$ cat config.mk
export PLATFORM = sky130hd
export DESIGN_NAME = vram_arbiter_flat
export DESIGN_NICKNAME = d
export VERILOG_FILES = /design/src/rtl/vram_arbiter_pkg.sv /design/src/rtl/vram_arbiter_if.sv /design/src/rtl/vram_arbiter.sv /design/src/flat_wrapper.sv
export SDC_FILE = /design/constraint.sdc
export NUM_CORES = 1
export LEC_CHECK = 0
export CAP_MARGIN = 0
export CORE_MARGIN = 5
export CORE_UTILIZATION = 45
export CTS_CLUSTER_SIZE = 28
export DETAILED_ROUTE_END_ITERATION = 10
export DONT_BUFFER_PORTS = 1
export PLACE_DENSITY = 0.58
export SYNTH_ARGS = -nofsm -noshare
export SYNTH_HDL_FRONTEND = slang
export SYNTH_SLANG_ARGS = --single-unit
$ cat constraint.sdc
create_clock -name clk -period 7.5 [get_ports clk]
set_input_delay 0.75 -clock clk [delete_from_list [all_inputs] [get_ports clk]]
set_output_delay 0.75 -clock clk [all_outputs]
set_load 0.01 [all_outputs]
$ cat src/rtl/vram_arbiter_pkg.sv
// vram_arb_pkg: shared constants and owner encoding for the VRAM arbiter.
// No ports; imported by the interface, the arbiter and the bench.
package vram_arb_pkg;

  localparam int VRAM_ADDR_W = 15;

  typedef enum logic [1:0] {
    OWN_NONE = 2'd0,
    OWN_CPU  = 2'd1,
    OWN_VGA  = 2'd2
  } owner_e;

endpackage

$ cat src/rtl/vram_arbiter_if.sv
// vram_arbiter_if: CPU data port and VGA fetch port of the VRAM arbiter.
// master = clients (CPU + VGA fetcher), slave = arbiter.
interface vram_arbiter_if
  import vram_arb_pkg::*;
#(
  parameter int ADDR_W = VRAM_ADDR_W
) ();

  logic              cpu_req;
  logic [3:0]        cpu_we;
  logic [ADDR_W-1:0] cpu_addr;
  logic [31:0]       cpu_wdata;
  logic [31:0]       cpu_rdata;
  logic              cpu_ready;

  logic              vga_req;
  logic [ADDR_W-1:0] vga_addr;
  logic              vga_gnt;
  logic [31:0]       vga_rdata;
  logic              vga_valid;

  modport master (
    output cpu_req, cpu_we, cpu_addr, cpu_wdata,
    input  cpu_rdata, cpu_ready,
    output vga_req, vga_addr,
    input  vga_gnt, vga_rdata, vga_valid
  );

  modport slave (
    input  cpu_req, cpu_we, cpu_addr, cpu_wdata,
    output cpu_rdata, cpu_ready,
    input  vga_req, vga_addr,
    output vga_gnt, vga_rdata, vga_valid
  );

endinterface

$ cat src/rtl/vram_arbiter.sv
// vram_arbiter: shares one 32-bit RAM port between CPU data and VGA text fetch.
// Ports: clk, rst (async high), bus (slave), mem_addr/we/wdata out, mem_rdata in.
module vram_arbiter
  import vram_arb_pkg::*;
#(
  parameter int ADDR_W       = VRAM_ADDR_W,
  parameter int CPU_MAX_WAIT = 8
) (
  input  logic              clk,
  input  logic              rst,
  vram_arbiter_if.slave     bus,
  output logic [ADDR_W-1:0] mem_addr,
  output logic [3:0]        mem_we,
  output logic [31:0]       mem_wdata,
  input  logic [31:0]       mem_rdata
);

  localparam logic [7:0] MAXW = 8'(CPU_MAX_WAIT);

  owner_e            own1_q, own1_d;
  owner_e            own2_q;
  logic [7:0]        wait_q, wait_d;
  logic              outst_q, outst_d;
  logic [ADDR_W-1:0] addr_q, addr_d;
  logic [3:0]        we_q, we_d;
  logic [31:0]       wdata_q, wdata_d;
  logic [31:0]       crd_q, crd_d;
  logic [31:0]       vrd_q, vrd_d;

  logic cpu_elig;
  logic cpu_win;
  logic vga_win;

  // VGA has priority unless the CPU has starved
  // for CPU_MAX_WAIT consecutive lost cycles.
  always_comb begin
    cpu_elig = bus.cpu_req & ~outst_q;
    cpu_win  = cpu_elig
             & (~bus.vga_req | (wait_q == MAXW));
    vga_win  = bus.vga_req & ~cpu_win;
  end

  // state register
  always_ff @(posedge clk or posedge rst) begin
    if (rst) begin
      addr_q  <= '0;
      we_q    <= '0;
      wdata_q <= '0;
      own1_q  <= OWN_NONE;
      own2_q  <= OWN_NONE;
      wait_q  <= '0;
      outst_q <= 1'b0;
      crd_q   <= '0;
      vrd_q   <= '0;
    end else begin
      addr_q  <= addr_d;
      we_q    <= we_d;
      wdata_q <= wdata_d;
      own1_q  <= own1_d;
      own2_q  <= own1_q;
      wait_q  <= wait_d;
      outst_q <= outst_d;
      crd_q   <= crd_d;
      vrd_q   <= vrd_d;
    end
  end

  // next state
  always_comb begin
    addr_d  = addr_q;
    we_d    = '0;
    wdata_d = wdata_q;
    own1_d  = OWN_NONE;
    unique case (1'b1)
      cpu_win: begin
        addr_d  = bus.cpu_addr;
        we_d    = bus.cpu_we;
        wdata_d = bus.cpu_wdata;
        own1_d  = OWN_CPU;
      end
      vga_win: begin
        addr_d = bus.vga_addr;
        own1_d = OWN_VGA;
      end
      default: ;
    endcase

    wait_d = wait_q;
    if (cpu_win) begin
      wait_d = '0;
    end else if (cpu_elig && vga_win
                 && wait_q != MAXW) begin
      wait_d = wait_q + 8'd1;
    end

    // Held cpu_req must not re-win until
    // its single access has completed.
    outst_d = outst_q;
    if (cpu_win) begin
      outst_d = 1'b1;
    end else if (own2_q == OWN_CPU) begin
      outst_d = 1'b0;
    end

    crd_d = crd_q;
    vrd_d = vrd_q;
    if (own2_q == OWN_CPU) crd_d = mem_rdata;
    if (own2_q == OWN_VGA) vrd_d = mem_rdata;
  end

  // outputs
  always_comb begin
    bus.vga_gnt   = vga_win;
    bus.cpu_ready = (own2_q == OWN_CPU);
    bus.vga_valid = (own2_q == OWN_VGA);
    bus.cpu_rdata = bus.cpu_ready ? mem_rdata : crd_q;
    bus.vga_rdata = bus.vga_valid ? mem_rdata : vrd_q;
    mem_addr      = addr_q;
    mem_we        = we_q;
    mem_wdata     = wdata_q;
  end

endmodule

$ cat src/flat_wrapper.sv
// flat-port wrapper written by rule: the top's interface ports become plain ports
module vram_arbiter_flat import vram_arb_pkg::*;
#(
  parameter int ADDR_W       = VRAM_ADDR_W,
  parameter int CPU_MAX_WAIT = 8
)
  (clk, rst, mem_addr, mem_we, mem_wdata, mem_rdata, bus_cpu_req, bus_cpu_we, bus_cpu_addr, bus_cpu_wdata, bus_cpu_rdata, bus_cpu_ready, bus_vga_req, bus_vga_addr, bus_vga_gnt, bus_vga_rdata, bus_vga_valid);
  vram_arbiter_if #(.ADDR_W(ADDR_W)) bus_i ();
  input  logic clk;
  input  logic rst;
  output logic [ADDR_W-1:0] mem_addr;
  output logic [3:0] mem_we;
  output logic [31:0] mem_wdata;
  input  logic [31:0] mem_rdata;
  input wire logic [$bits(bus_i.cpu_req)-1:0] bus_cpu_req;
  input wire logic [$bits(bus_i.cpu_we)-1:0] bus_cpu_we;
  input wire logic [$bits(bus_i.cpu_addr)-1:0] bus_cpu_addr;
  input wire logic [$bits(bus_i.cpu_wdata)-1:0] bus_cpu_wdata;
  output wire logic [$bits(bus_i.cpu_rdata)-1:0] bus_cpu_rdata;
  output wire logic [$bits(bus_i.cpu_ready)-1:0] bus_cpu_ready;
  input wire logic [$bits(bus_i.vga_req)-1:0] bus_vga_req;
  input wire logic [$bits(bus_i.vga_addr)-1:0] bus_vga_addr;
  output wire logic [$bits(bus_i.vga_gnt)-1:0] bus_vga_gnt;
  output wire logic [$bits(bus_i.vga_rdata)-1:0] bus_vga_rdata;
  output wire logic [$bits(bus_i.vga_valid)-1:0] bus_vga_valid;
  assign bus_i.cpu_req = bus_cpu_req;
  assign bus_i.cpu_we = bus_cpu_we;
  assign bus_i.cpu_addr = bus_cpu_addr;
  assign bus_i.cpu_wdata = bus_cpu_wdata;
  assign bus_cpu_rdata = bus_i.cpu_rdata;
  assign bus_cpu_ready = bus_i.cpu_ready;
  assign bus_i.vga_req = bus_vga_req;
  assign bus_i.vga_addr = bus_vga_addr;
  assign bus_vga_gnt = bus_i.vga_gnt;
  assign bus_vga_rdata = bus_i.vga_rdata;
  assign bus_vga_valid = bus_i.vga_valid;
  vram_arbiter #(.ADDR_W(ADDR_W), .CPU_MAX_WAIT(CPU_MAX_WAIT)) u_core (.clk(clk), .rst(rst), .bus(bus_i), .mem_addr(mem_addr), .mem_we(mem_we), .mem_wdata(mem_wdata), .mem_rdata(mem_rdata));
endmodule
Word level (Yosys, flattened, before mapping)
Index checks and enable logic that the tools add are counted.
{ "totals": {"register_bits": 128, "wordCells": 35, "input_bits": 102, "out_inout_bits": 118} }
{ "classes": {"n_bitwise": 7, "mux": 9, "add_sub_neg": 1, "reduce_logical": 5, "eq_ne": 4} }
{ "ops": {"columns": ["operator", "n"], "rows": [
  ["$mux W32", 2],
  ["$pmux W15 S2", 1],
  ["$mux W8", 2],
  ["$add A8 B1 Y8 const B", 1],
  ["$eq A8 B4 Y1 const B", 1],
  ["$ne A8 B4 Y1 const B", 1],
  ["$reduce_bool A2 Y1", 3],
  ["$mux W4", 1],
  ["$pmux W2 S2", 1],
  ["$and A1 B1 Y1", 3],
  ["$not A1 Y1", 3],
  ["$eq A2 B1 Y1 const B", 1],
  ["$eq A2 B2 Y1 const B", 1],
  ["$logic_and A1 B1 Y1", 2],
  ["$mux W1", 2],
  ["$or A1 B1 Y1", 1]
]} }

Depth between registers and ports, before layout
Gate-level depths: netlist (run 1).
{ "depth": {"word_depth": 9, "depth_mapped": 8, "mapped_depth_nobuf": 7} }

Worst setup path before layout (run 1)
No wires, ideal clock.
{ "synth_timing": {"path_type": "input port to output port", "startpoint": "input port bus_cpu_req", "endpoint": "output port bus_vga_gnt", "t_required_ns": 6.750, "path_buffers": 2, "stages": 5, "slack_ns": 5.269, "t_arrival_ns": 1.481, "path_cell_list": "nor2b_1 > nand3_2 > and2_1 > buf_6 > buf_6"} }
{ "synth_via": {"elab_chain_len": 4} }
{ "synth_rtl": {"columns": ["item", "line", "source"], "rows": [
  ["start, declared", "flat_wrapper.sv:15", "input wire logic [$bits(bus_i.cpu_req)-1:0] bus_cpu_req;"],
  ["$and A1 B1 Y1", "vram_arbiter.sv:37", "cpu_elig = bus.cpu_req & ~outst_q;"],
  ["$and A1 B1 Y1", "vram_arbiter.sv:39", "& (~bus.vga_req | (wait_q == MAXW));"],
  ["$not A1 Y1", "vram_arbiter.sv:40", "vga_win = bus.vga_req & ~cpu_win;"],
  ["$and A1 B1 Y1", "vram_arbiter.sv:40", null],
  ["end, declared", "flat_wrapper.sv:23", "output wire logic [$bits(bus_i.vga_gnt)-1:0] bus_vga_gnt;"]
]} }
No other way between the ends.

Worst setup path after layout (run 1)
{ "layout_timing": {"startpoint": "register u_core.outst_q", "endpoint": "output port bus_vga_gnt"} }
{ "layout_via": {"elab_chain_len": 5} }
{ "layout_rtl": {"columns": ["item", "line", "source"], "rows": [
  ["start, declared", "vram_arbiter.sv:23", "logic outst_q, outst_d;"],
  ["start signal, assigned", "vram_arbiter.sv:62", "outst_q <= outst_d;"],
  ["$not A1 Y1", "vram_arbiter.sv:37", null],
  ["$and A1 B1 Y1", "vram_arbiter.sv:37", null],
  ["$and A1 B1 Y1", "vram_arbiter.sv:39", null],
  ["$not A1 Y1", "vram_arbiter.sv:40", null],
  ["$and A1 B1 Y1", "vram_arbiter.sv:40", null]
]} }
No other way between the ends.

==> impl_metrics.py, run 1 <==
metrics = {
    "outcome": {
        "run_status": "finished, final reports clean",
    },
    "logic_synthesis": {
        "synth_ff_type": "dfrtp_1",
        "synth_nets": 461,
        "yosys.area.top_type": "dfrtp_1",
        "ys_seq_elements": 128,
        "yosys_warnings": 0,
        "synth_async_sr_flop_share": 1.000,
        "synth_area_leaders": "dfrtp_1, mux2_2, mux2_4",
        "syn-instance-count": 357,
        "synth_edf_count": 0,
        "syn_area_mm2": 0.005243,
        "syn_area_per_cell_um2": 14.68,
        "ys_seq_area_frac": 0.6110,
        "synth_top_area_frac": 0.6110,
        "yosys.cell_types.count": 33,
    },
    "clocking": {
        "cts_buffer_depth": 2,
        "cts_tree": "done",
        "post_cts_resized": 0,
        "postCtsSetupBuffers": 0,
        "htreeDepth": 4,
        "path_clk_slew_ns": 0.05,
        "root_buffer": "clkbuf_16",
        "cts_inserted_buffers": 17,
        "worstSkewPairLatency_ns": 0.41,
        "cts_hold_buf": 0,
        "cts_sinks": 128,
    },
    "detailed_routing": {
        "drt_iter0_drc": 123,
        "first_pass_iters": 4,
        "vias": 2821,
        "wl_per_cell_um": 22.05,
        "ant_nets": 0,
        "viasPerCell": 5.499,
        "drc": 0,
        "finalWirelength_um": 11310,
    },
    "setup_path": {
        "worstPathArrival_ns": 2.35,
        "worstSetupStartpoint": "u_core.outst_q",
        "slowest_stage": "nor2b_1",
        "path_class": "reg -> out",
        "critPathMaxFanout": 17,
        "cp-end-kind": "primary output",
        "worst_setup_path_start_kind": "flip-flop",
        "r2r_start": "u_core.outst_q",
        "cp.required_ns": 6.75,
        "crit_chain": "nor2b_1 > nand3_2 > and2_1",
        "worst_path_largest_cell_delay_ns": 0.59,
    },
    "layout": {
        "final_cell_mix": "dfrtp_1, mux2_2, mux2_4, inv_1, a21oi_1",
        "nNetsFinal": 462,
        "instances_no_fill": 513,
        "fin_util": 0.5165,
        "fin_area_mm2": 0.005898,
        "layout-drive-gt1-share": 0.3919,
        "layout_commonest_cell": "dfrtp_1",
        "area_growth_pct": 12.51,
        "diodes": 0,
    },
    "grt": {
        "grt_usage": 0.1676,
        "grt_first_pass_wirelength_um": 18050,
        "grt_pass1_vias": 3051,
        "grt_max_degree": 71,
        "grt_remaining_overflow": 0,
        "grt_antenna_before_repair": 0,
    },
    "placed_design": {
        "dp_hpwl_um": 7823,
        "post-place-cells": 482,
        "portBuffers": 0,
        "gp_congestion": 0.7075,
        "dp_slack_ns": 4.419,
        "placed_area_mm2": 0.005321,
    },
    "pwr": {
        "p_switching_mw": 0.7181,
        "comb_power_share": 0.222,
        "clockPowerShare": 0.327,
        "p_int_mw": 1.725,
        "p_leak_nw": 2.680,
        "power.density_mw_per_mm2": 414.2,
        "seqPwrFrac": 0.451,
        "ir_worst_vdd_mv": 0.2625,
        "p_total_mw": 2.443,
        "switching_share": 0.2939,
    },
    "floorplanning": {
        "design.core.area_mm2": 0.01142,
        "die_w_um": 117.9,
        "die_area_mm2": 0.01391,
        "pin_count": 220,
        "core.rowCount": 39,
        "die_y_um": 117.9,
        "initial_utilization": 0.4591,
    },
    "sta": {
        "skew_ns": 0.007555,
        "worst_slack_ns": 4.398,
        "hold_ws_ns": 0.3429,
        "rsz0062_at_grt": "false",
        "period_share": 0.4136,
        "setup_violations": 0,
        "layout_min_cycle_time_ns": 3.102,
        "hold_violations": 0,
        "fin_tns_setup_ns": 0,
        "maxSlewHeadroom": 0.2766,
        "drv_slew": 0,
        "tightestPinTransition_ns": 1.083,
        "fmax_mhz": 322.4,
    },
    "flow_run": {
        "max-cap-violations": 0,
    },
    "hold_path": {
        "min_path_type": "in -> async",
    },
}
-- power by group through the flow --
stage	Combinational, mW	Sequential, mW	Clock (mW)
6_report	0.543	1.10	0.799
5_1_grt	0.593	1.13	0.862
4_1_cts	0.556	1.11	0.821
3_5_place_dp	0.553	1.12	0
3_3_place_gp	0.543	1.11	0
2_1_floorplan	0.480	1.07	0
-- final timing paths --
check	end	slack (ns)	depth (start not counted)
worst min register to register	u_core.own2_q[0]	0.35	0
worst max-delay path	bus_vga_gnt	4.40	3
max in group asynchronous	u_core.wait_q[4]	5.79	2
min in group clk	u_core.own2_q[0]	0.35	0
worst max register to register	u_core.mem_addr[10]	5.23	4
worst min-delay path	u_core.crd_q[16]	0.34	1
-- per-layer routing --
metal,GRT usage,share of wire,vias up,wire length [um]
li1,-,-,1248,-
met1,0.1910,0.38,1420,4276
met2,0.2585,0.50,131,5625
met3,0.09322,0.10,22,1160
met4,0.07312,0.022,0,250
met5,0,0,-,0
-- cell families (layout without fill, tap and decap cells) --
group / Yosys count / after routing / synth area share
compound gates: 44 / 44 / 0.05012
xor+xnor: 2 / 2 / 0.003342
fa+ha+maj: 2 / 2 / 0.004773
buf+inv: 41 / 54 / 0.03866
flops: 128 / 128 / 0.6110
mux: 111 / 111 / 0.2585
simple gates: 29 / 29 / 0.03365
-- critical path: cells and delay by family, from the launching register on --
kind | cells | cell delay, ns
DFF | 1 | 0.39
and+or+nand+nor | 3 | 1.54
-- cells in the mapped netlist (all sizes together) (3+ instances only) --
master,number
dfrtp,128
nand2b,3
o22ai,15
buf,15
o21ai,6
and3,4
nand2,7
mux2,111
a21oi,18
inv,22
nand3,4
clkbuf,4
-- registers in the layout, indices dropped and copies added, names as in the netlist --
signal            count
u_core.crd_q         32
u_core.wait_q         8
u_core.mem_addr      15
u_core.vrd_q         32
u_core.outst_q        1
u_core.mem_wdata     32
u_core.own1_q         2
u_core.mem_we         4
u_core.own2_q         2
-- final cells by class --
type,count,area (um^2)
Clock buffer,26,499.2
Clock inverter,5,77.57
Fill cell,989,5520
Inverter,22,85.08
Multi-Input combinational cell,188,1847
Sequential cell,128,3203
Tap cell,143,178.9
Timing Repair Buffer,1,7.507
No activity file was read; power rests on OpenSTA's default activity.
==> run 2, diff against run 1 <==
clock period = 2.95 ns   (was 7.5 ns; I/O delays follow)
==> run 2 against run 1 <==
Against the previous run: utilization up 2.6 points; largest power group unchanged; power grew to 2.7 times the previous value; final area rose by 4.9%; sequential share of layout area is 2.6 points lower; highest routed layer unchanged; global-route usage is 0.43 points lower; critical path type unchanged; combinational power grew to 2.6 times the previous value; clock power grew to 2.9 times the previous value.
==> impl_metrics.py, run 2 (same netlist as run 1, synthesis figures left out) <==
metrics = {
    "outcome": {
        "run_status": "finished, final reports clean",
    },
    "detailed_routing": {
        "viasPerCell": 5.380,
        "finalWirelength_um": 11320,
        "ant_nets": 0,
        "drc": 0,
        "wl_per_cell_um": 21.28,
        "first_pass_iters": 4,
        "drt_iter0_drc": 104,
        "vias": 2862,
    },
    "sta": {
        "worst_slack_ns": 0.4322,
        "setup_violations": 0,
        "hold_violations": 0,
        "rsz0062_at_grt": "false",
        "fin_tns_setup_ns": 0,
        "tightestPinTransition_ns": 1.007,
        "period_share": 0.8535,
        "skew_ns": 0.005584,
        "drv_slew": 0,
        "maxSlewHeadroom": 0.3286,
        "fmax_mhz": 397.2,
        "layout_min_cycle_time_ns": 2.518,
    },
    "floorplanning": {
        "die_area_mm2": 0.01391,
        "die_w_um": 117.9,
        "pin_count": 220,
        "design.core.area_mm2": 0.01142,
        "die_y_um": 117.9,
        "initial_utilization": 0.4591,
        "core.rowCount": 39,
    },
    "setup_path": {
        "worstSetupStartpoint": "u_core.wait_q[0]",
        "worst_setup_path_start_kind": "flip-flop",
        "slowest_stage": "and2_1",
        "r2r_start": "u_core.wait_q[0]",
        "worst_path_largest_cell_delay_ns": 0.66,
        "crit_chain": "inv_1 > ha_1 > and4bb_1 > nand3_2 > and2_1",
        "cp.required_ns": 2.65,
        "worstPathArrival_ns": 2.22,
        "critPathMaxFanout": 17,
        "cp-end-kind": "primary output",
        "path_class": "reg -> out",
    },
    "clocking": {
        "post_cts_resized": 0,
        "htreeDepth": 4,
        "worstSkewPairLatency_ns": 0.41,
        "cts_inserted_buffers": 17,
        "cts_sinks": 128,
        "cts_tree": "done",
        "root_buffer": "clkbuf_16",
        "cts_buffer_depth": 2,
        "path_clk_slew_ns": 0.06,
    },
    "grt": {
        "grt_max_degree": 129,
        "grt_first_pass_wirelength_um": 17720,
        "grt_antenna_before_repair": 0,
        "grt_pass1_vias": 3095,
        "grt_remaining_overflow": 0,
        "grt_usage": 0.1632,
    },
    "layout": {
        "fin_area_mm2": 0.006190,
        "area_growth_pct": 18.07,
        "nNetsFinal": 479,
        "multiInputGateArea_mm2": 0.001847,
        "seq_area_mm2": 0.003203,
        "layout-drive-gt1-share": 0.3943,
        "fillers": 950,
        "layout_commonest_cell": "dfrtp_1",
        "fin_util": 0.5421,
        "final_cell_mix": "dfrtp_1, mux2_2, mux2_4, inv_1, a21oi_1",
    },
    "flow_run": {
        "max-cap-violations": 0,
    },
    "placed_design": {
        "portBuffers": 0,
        "dp_hpwl_um": 7662,
        "dp_slack_ns": 0.7904,
        "gp_congestion": 0.6938,
        "placed_area_mm2": 0.005363,
    },
    "pwr": {
        "p_leak_nw": 2.798,
        "power.density_mw_per_mm2": 1061,
        "ir_worst_vdd_mv": 0.7257,
    },
    "hold_path": {
        "min-delay-start": "bus_vga_addr[11]",
        "min_path_type": "in -> reg",
    },
}
[run 2: cell types whose count changed in the layout (fill, tap and decap cells not counted)]
cell and change:
clkinv_4 +1, buf_12 +2, dlygate4sd3_1 +15, clkbuf_8 -3, clkinv_2 +1, inv_4 -1
clkbuf_1 -5, clkinvlp_4 +3, diode_2 +1, bufinv_16 +4, inv_6 +1
[run 2: path summary, 6_finish.rpt]
kind                                   endpoint  slack [ns]  cells after the start
max                                 bus_vga_gnt        0.43                      5
min                         u_core.mem_addr[11]        0.03                      2
max reg2reg                  u_core.mem_addr[4]        0.79                      6
min reg2reg                    u_core.own2_q[1]        0.35                      0
max in group asynchronous  u_core.mem_wdata[15]        1.88                      3
min in group asynchronous      u_core.vrd_q[16]        0.57                      3
[run 2: routing by layer]
| layer | up-vias | global-route usage | share of wire |
|---|---|---|---|
| li1 | 1284 | - | - |
| met1 | 1436 | 0.1805 | 0.38 |
| met2 | 128 | 0.2663 | 0.51 |
| met3 | 14 | 0.09130 | 0.10 |
| met4 | 0 | 0.05376 | 0.014 |
| met5 | - | 0 | 0 |
[run 2: area by class of cell]
type,instances,area share
tap,143,0.02891
timing repair buffer,18,0.03194
inverter,22,0.01395
antenna,1,0.0004043
multi-input combinational,188,0.2984
clock buffer,18,0.07095
sequential,128,0.5175
clock inverter,14,0.03800
[run 2: where the power goes]
| group | internal (mW) | total (mW) | leakage (nW) | switching, mW |
|---|---|---|---|---|
| Sequential | 2.36 | 2.81 | 1.53 | 0.456 |
| Clock | 1.60 | 2.35 | 0.322 | 0.750 |
| Combinational | 0.727 | 1.40 | 0.942 | 0.677 |
| Total | 4.69 | 6.57 | 2.80 | 1.88 |
[run 2: critical path: cells and delay by family (launching register included)]
kind / cells / cell delay [ns]
flip-flops: 1 / 0.40
adder cells (fa/ha/maj): 1 / 0.19
buffers and inverters: 1 / 0.06
AND/OR/NAND/NOR: 3 / 1.16
[run 2: metrics by stage]
stage,power [mW],hold slack [ns],instances
CTS,6.656,0.0001356,528
global route,6.920,0.00008568,531
global placement,4.209,0.3365,484
finish,6.569,0.02960,532
detailed placement,4.256,0.3387,484
floorplan,3.931,0.3312,357
[run 2: repair_timing]
action | 4_1_cts | 5_1_grt
setup buffers | 0 | 0
hold endpoints to repair | 99 | 3
hold buffers | 12 | 3
==> run 3, diff against run 2 <==
ABC_CLOCK_PERIOD_IN_PS = 2950   (was unset)
==> results of run 3 <==
The final DEF is identical to that of run 2; final timing and power are the same.
